[src/rtl/pipe_skid_reg.sv]
// Valid/ready pipeline stage: a 2-entry skid buffer (SKID=1) that registers in_ready,
// or a 1-entry plain pipeline register (SKID=0) whose in_ready follows out_ready.
module pipe_skid_reg #(
  parameter int unsigned       WIDTH     = 32,
  parameter logic [WIDTH-1:0]  RESET_VAL = '0,
  parameter int unsigned       SKID      = 1
) (
  input  logic             clk,
  input  logic             reset,
  input  logic             flush,
  input  logic             stall,
  input  logic             in_valid,
  output logic             in_ready,
  input  logic [WIDTH-1:0] in_data,
  output logic             out_valid,
  input  logic             out_ready,
  output logic [WIDTH-1:0] out_data,
  output logic [1:0]       occupancy
);

  typedef enum logic [1:0] {
    EMPTY = 2'd0,
    ONE   = 2'd1,
    TWO   = 2'd2
  } state_e;

  state_e           state_q, state_d;
  logic [WIDTH-1:0] main_q, main_d;
  logic [WIDTH-1:0] skid_q, skid_d;
  logic             in_fire;
  logic             out_fire;

  assign out_valid = (state_q != EMPTY);
  assign occupancy = state_q;
  assign out_data  = main_q;

  // Skid mode breaks the out_ready -> in_ready path; plain mode trades that for one fewer entry.
  generate
    if (SKID != 0) begin : g_rdy_skid
      assign in_ready = !flush && !stall && (state_q != TWO);
    end else begin : g_rdy_plain
      assign in_ready = !flush && !stall && ((state_q == EMPTY) || out_ready);
    end
  endgenerate

  assign in_fire  = in_valid && in_ready;
  assign out_fire = out_valid && out_ready && !stall && !flush;

  // NOTE: every variable gets a hold default before the case so no latch is inferred.
  always_comb begin
    state_d = state_q;
    main_d  = main_q;
    skid_d  = skid_q;
    if (flush) begin
      state_d = EMPTY;
      main_d  = RESET_VAL;
      skid_d  = RESET_VAL;
    end else if (!stall) begin
      case (state_q)
        EMPTY: begin
          if (in_fire) begin
            state_d = ONE;
            main_d  = in_data;
          end
        end
        ONE: begin
          if (in_fire && out_fire) begin
            main_d = in_data;
          end else if (in_fire && (SKID != 0)) begin
            state_d = TWO;
            skid_d  = in_data;
          end else if (out_fire && !in_fire) begin
            state_d = EMPTY;
          end
        end
        TWO: begin
          if (out_fire) begin
            state_d = ONE;
            main_d  = skid_q;
          end
        end
        default: state_d = EMPTY;
      endcase
    end
  end

  // NOTE: sequential state uses non-blocking assignments so all flops update together.
  // NOTE: data registers are reset too, because out_data must show RESET_VAL after reset.
  always_ff @(posedge clk) begin
    if (reset) begin
      state_q <= EMPTY;
      main_q  <= RESET_VAL;
    end else begin
      state_q <= state_d;
      main_q  <= main_d;
    end
  end

  generate
    if (SKID != 0) begin : g_skid_reg
      always_ff @(posedge clk) begin
        if (reset) skid_q <= RESET_VAL;
        else       skid_q <= skid_d;
      end
    end else begin : g_no_skid
      assign skid_q = RESET_VAL;
    end
  endgenerate

endmodule

[config.mk]
export PLATFORM = sky130hd
export DESIGN_NAME = pipe_skid_reg
export DESIGN_NICKNAME = d
export VERILOG_FILES = /design/src/rtl/pipe_skid_reg.sv
export SDC_FILE = /design/constraint.sdc
export NUM_CORES = 1
export LEC_CHECK = 0
export ABC_AREA = 1
export CAP_MARGIN = 20
export CORE_MARGIN = 1
export CORE_UTILIZATION = 45
export DETAILED_ROUTE_END_ITERATION = 12
export HOLD_SLACK_MARGIN = 0.06
export PLACE_DENSITY = 0.73
export SLEW_MARGIN = 30
export SYNTH_ARGS = -nofsm -noshare
export SYNTH_HDL_FRONTEND = slang
export SYNTH_SLANG_ARGS = --single-unit
[constraint.sdc]
create_clock -name clk -period 3.26 [get_ports clk]
set_input_delay 0.326 -clock clk [delete_from_list [all_inputs] [get_ports clk]]
set_output_delay 0.326 -clock clk [all_outputs]
set_load 0.01 [all_outputs]
Word level (Yosys, flattened, before mapping)
Index checks and enable logic that the tools add are counted.

storage, ports and cells
  bits in registers = 66
  bits in latches = 0
  bits in writable memories = 0
  ROM bits = 0
  output and inout bits = 36
  logic and storage cells = 41
  memories kept = 0

operators by class
  $add $sub $neg = 0
  $mul = 0
  divide/modulo/power cells = 0
  $lt $le $gt $ge = 0
  equal/unequal tests = 8
  shifts and indexed selects = 0
  multiplexer cells = 10
  bitwise gates (word level) = 2
  reduce and logical (&&, ||, !) cells = 18

operator list
  kind                                                             count
  32-bit 2-to-1 mux                                                3
  32-bit case mux with 3 select lines                              1
  2-bit 2-to-1 mux                                                 5
  2-bit != test, second input constant                             5
  5-bit AND reduction                                              2
  1-bit logical AND                                                8
  2-bit case mux with 3 select lines                               1
  4-bit AND reduction                                              1
  1-bit logical NOT                                                3
  3-bit != test, second input constant                             1
  3-bit nonzero test                                               1
  2-bit by 1-bit == test with 1-bit output, second input constant  1
  2-bit == test, second input constant                             1
  2-bit logical NOT                                                1
  1-bit inverter                                                   2
  2-bit nonzero test                                               1
  2-bit OR reduction                                               1

Longest topological paths before layout
  depth in word-level cells = 10
  gate-level depth with buffers = 9
  depth with buffers taken out = 9

Worst setup path before layout
OpenSTA, ideal clock, no wires.

  path kind = register to register
  start point = register state_q[0] (netlist: occupancy[0])
  end point = register main_q[0] (netlist: out_data[0])
  data arrival time = 1.292 ns
  required time = 3.145 ns
  path slack = 1.853 ns
  cell stages (with the launch flop) = 9
  buffers on the path = 1
  cells stage by stage = dfxtp_1 -> inv_2 -> nand2_4 -> nand3_2 -> nand2_2 -> nand3_4 -> buf_4 -> a21oi_1 -> nor2_1

on the way
  word-level cells in the longest chain between the ends = 7

RTL lines
  item                             line  RTL
  start: declaration               27    state_e state_q, state_d;
  start signal: assignment         94    state_q <= state_d;
  2-bit nonzero test               33    assign out_valid = (state_q != EMPTY);
  1-bit logical AND (3 in series)  47    assign out_fire = out_valid && out_ready && !stall && !flush;
  1-bit logical AND                67    if (in_fire && out_fire) begin
  2-bit != test (no line)          -
  5-bit AND reduction (no line)    -
  end signal: assignment           95    main_q <= main_d;
  end: declaration                 28    logic [WIDTH-1:0] main_q, main_d;

Several ways; a longest one is shown, not always the timed one.
A chain may end at the register's enable or synchronous reset.

Worst setup path in the final report
  start point = register state_q[0] (netlist: occupancy[0])
  end point = register main_q[19] (netlist: out_data[19])

The elaborated chain is that of the path after synthesis.

==> impl_metrics.py <==
metrics = {
    "run_status": {
        "status": "complete, no violations",
    },
    "cts": {
        "holdBufCountCts": 0,
        "cts.sinks": 66,
        "clk_latency_ns": 0.35,
        "cts-buffers-inserted": 9,
        "cts.reportedPaths.clkPinSlew_ns": 0.07,
        "cts_tree": "done",
        "cts_max_level": 3,
        "clock_tree.buffer_depth": 2,
        "cts_resized": 0,
        "clockRootBuffer": "clkbuf_8",
        "cts_post_setup_buffers_inserted": 0,
    },
    "timing": {
        "final_min_period_over_clock_period_pct": 67.1,
        "fmaxAchievable_mhz": 457,
        "fin_worst_skew_ns": 0.0106,
        "timing.final.setup_violations": 0,
        "timing.final.hold_violations": 0,
        "finalSetupTns_ns": 0,
        "slew_violations": 0,
        "rsz_0062_raised_after_global_routing": "false",
        "final_period_minus_worst_setup_slack_ns": 2.19,
        "relSlewSlack_pct": 51.7,
        "worst_pin_slew_ns": 0.725,
    },
    "synth": {
        "synth_mux_area_share_pct": 0,
        "yosys_warnings": 0,
        "synth-adder-area-share_pct": 0,
        "synth_compound_area_share_pct": 20.1,
        "synth_cell_types": 21,
        "synth_area_um2": 3190,
        "number_of_cells_produced_by_synthesis": 455,
        "synth_top_family_by_area": "simple AND/OR/NAND/NOR gates",
        "mappedNetlistNets": 493,
        "synthesis_stage_register_bit_count": 66,
        "seq_area_frac_synth_pct": 41.4,
        "synth_xor_xnor_area_share_pct": 0,
        "yosys.area_share.simple_pct": 24.8,
        "synthesis.area_per_instance_um2": 7.01,
    },
    "global_route": {
        "globalRouteOverflowTotal": 0,
        "grt_usage_pct": 19.1,
        "grt_pass1_wl_um": 11200,
        "largest_net_degree_at_the_start_of_global_routing": 65,
        "number_of_global_route_vias_before_repair": 2574,
        "antenna_found_initial": 0,
    },
    "die": {
        "die_area_um2": 7430,
        "ios": 74,
        "initial_utilization_pct": 46.7,
        "die_w_um": 86.2,
        "die_y_um": 86.2,
        "core_area_um2": 6830,
        "num_rows": 30,
    },
    "critical_path": {
        "slowest_delay_ns": 0.58,
        "start_of_the_worst_register_to_register_path": "occupancy[0]",
        "ff2ff_path_depth": 9,
        "path_cells": "inv_2, nand2_4, nand3_2, nand2_2, nand3_4, buf_4, nand3_1, nand2_1, nor2_1",
        "r2r_setup_slack_ns": 1.07,
        "critical_path.slowest_cell": "buf_4",
        "r2r-end": "out_data[19]",
        "criticalPathCategory": "register to register",
        "crit_path_end": "out_data[19]",
        "worstPathRequired_ns": 3.50,
        "endpoint_kind": "register",
        "timing.critical_path.fanout_max": 64,
        "timing.critical_path.from": "occupancy[0]",
        "critPathArrivalTime_ns": 2.43,
        "cp-start-kind": "register",
    },
    "routing": {
        "first_iter_violations": 144,
        "remaining_drc_errors": 0,
        "firstDrtPassIters": 4,
        "antenna_left": 0,
        "dr_total_vias": 2928,
        "detail_route.vias_per_cell": 4.77,
        "drt-wirelength-per-cell_um": 11.1,
        "postRouteWirelength_um": 6820,
    },
    "pwr": {
        "fin_total_pwr_mw": 1.79,
        "total_leakage_power_nw": 1.82,
        "vdd.ir_drop.worst_mv": 0.374,
        "power.density_nw_per_um2": 431,
    },
    "layout": {
        "finish.instance_area_um2": 4150,
        "post_layout_nonfiller_instances": 614,
        "number_of_diodes": 0,
        "drive_gt1_share_pct": 10.2,
        "flow.area_growth_from_synthesis_pct": 30.1,
        "final_core_util_pct": 60.8,
        "n_fill_cell": 654,
        "final_net_count": 551,
    },
    "placed_design": {
        "buffer_ports.inserted": 73,
        "gpl.final_weighted_congestion": 0.779,
        "dpl-instance-area_um2": 3930,
        "dp_hpwl_um": 4260,
        "numPlacedInstances": 598,
    },
    "run": {
        "max-cap-violations": 0,
    },
    "min_path": {
        "timing.hold.worst.class": "register to register",
    },
}
-- metrics by stage --
| step | hold slack [ns] | setup slack (ns) |
|---|---|---|
| 3_5_place_dp | 0.439 | 0.752 |
| 3_3_place_gp | 0.433 | 0.883 |
| 2_1_floorplan | 0.425 | 1.85 |
| 4_1_cts | 0.449 | 1.05 |
| 6_report | 0.447 | 1.07 |
| 5_1_grt | 0.462 | 0.897 |
-- where the power goes --
group	switching [mW]	total, mW	internal (mW)
sequential	0.00698	0.825	0.818
combinational	0.102	0.206	0.104
clock	0.313	0.759	0.446
total	0.422	1.79	1.37
-- worst max-delay path, delay by kind of cell, from the launching register on --
family / cells / cell delay (ns)
buffers and inverters: 2 / 0.72
DFF: 1 / 0.37
and+or+nand+nor: 7 / 0.97
-- state kept, by name, summed over array words and instances, names as in the netlist --
signal and flops:
occupancy 2, out_data 32, skid_q 32
-- synthesized netlist by cell type, drive strengths merged --
library cell	n	area, um2
buf	19	126
dfxtp	66	1320
nor3	1	5.00
a21oi	63	315
nor2	43	166
nand3	37	303
nand2	77	304
o21ai	63	319
inv	71	267
nand4	2	12.5
a21boi	1	7.51
clkbuf	12	45.0
-- cell families (layout without fill, tap and decap cells) --
kind of cell	after synthesis	count (layout)
AOI/OAI and AO/OA	127	127
buffers and inverters	102	165
DFF	66	66
and+or+nand+nor	160	160
-- layout by cell type (no fill, tap or decap) --
cell type and count:
nand2_1 73, clkdlybuf4s50_1 73, inv_1 69, dfxtp_1 66, a21oi_1 63, o21ai_0 62, nor2_1 40, nand3_2 21
nand3_1 15, clkbuf_8 10, clkinv_2 4, buf_4 4, nor2_2 2, nand4_1 2, inv_2 2, nand2_4 2
nand2_2 2, bufinv_16 2, nor3_1 1, nor2_4 1, o21ai_2 1, nand3_4 1, a21boi_0 1, buf_12 1
-- routing by layer --
| metal | up-vias | track usage [%] | part of all wire [%] |
|---|---|---|---|
| met5 | - | 0 | 0 |
| met3 | 4 | 5.81 | 5.4 |
| met1 | 1302 | 21.4 | 46 |
| met4 | 0 | 7.27 | 0.75 |
| li1 | 1562 | - | - |
| met2 | 60 | 33.9 | 48 |
-- area by class of cell --
| cell class | count | area [um2] | area share, % |
|---|---|---|---|
| clock buffer | 10 | 138 | 3.32 |
| sequential | 66 | 1320 | 31.8 |
| timing repair buffer | 78 | 781 | 18.8 |
| clock inverter | 6 | 80.1 | 1.93 |
| multi-input combinational | 287 | 1450 | 34.8 |
| tap | 96 | 120 | 2.89 |
| inverter | 71 | 267 | 6.42 |
-- worst min path at each step --
stage | startpoint | end | slack, ns | cells after the start
2_1_floorplan | skid_q[15] | skid_q[15] | 0.42 | 2
3_3_place_gp | skid_q[4] | skid_q[4] | 0.43 | 2
3_5_place_dp | skid_q[16] | skid_q[16] | 0.44 | 2
4_1_cts | skid_q[16] | skid_q[16] | 0.45 | 2
5_1_grt | skid_q[4] | skid_q[4] | 0.46 | 2
6_report | skid_q[16] | skid_q[16] | 0.45 | 2
No activity file was read; power rests on OpenSTA's default activity.
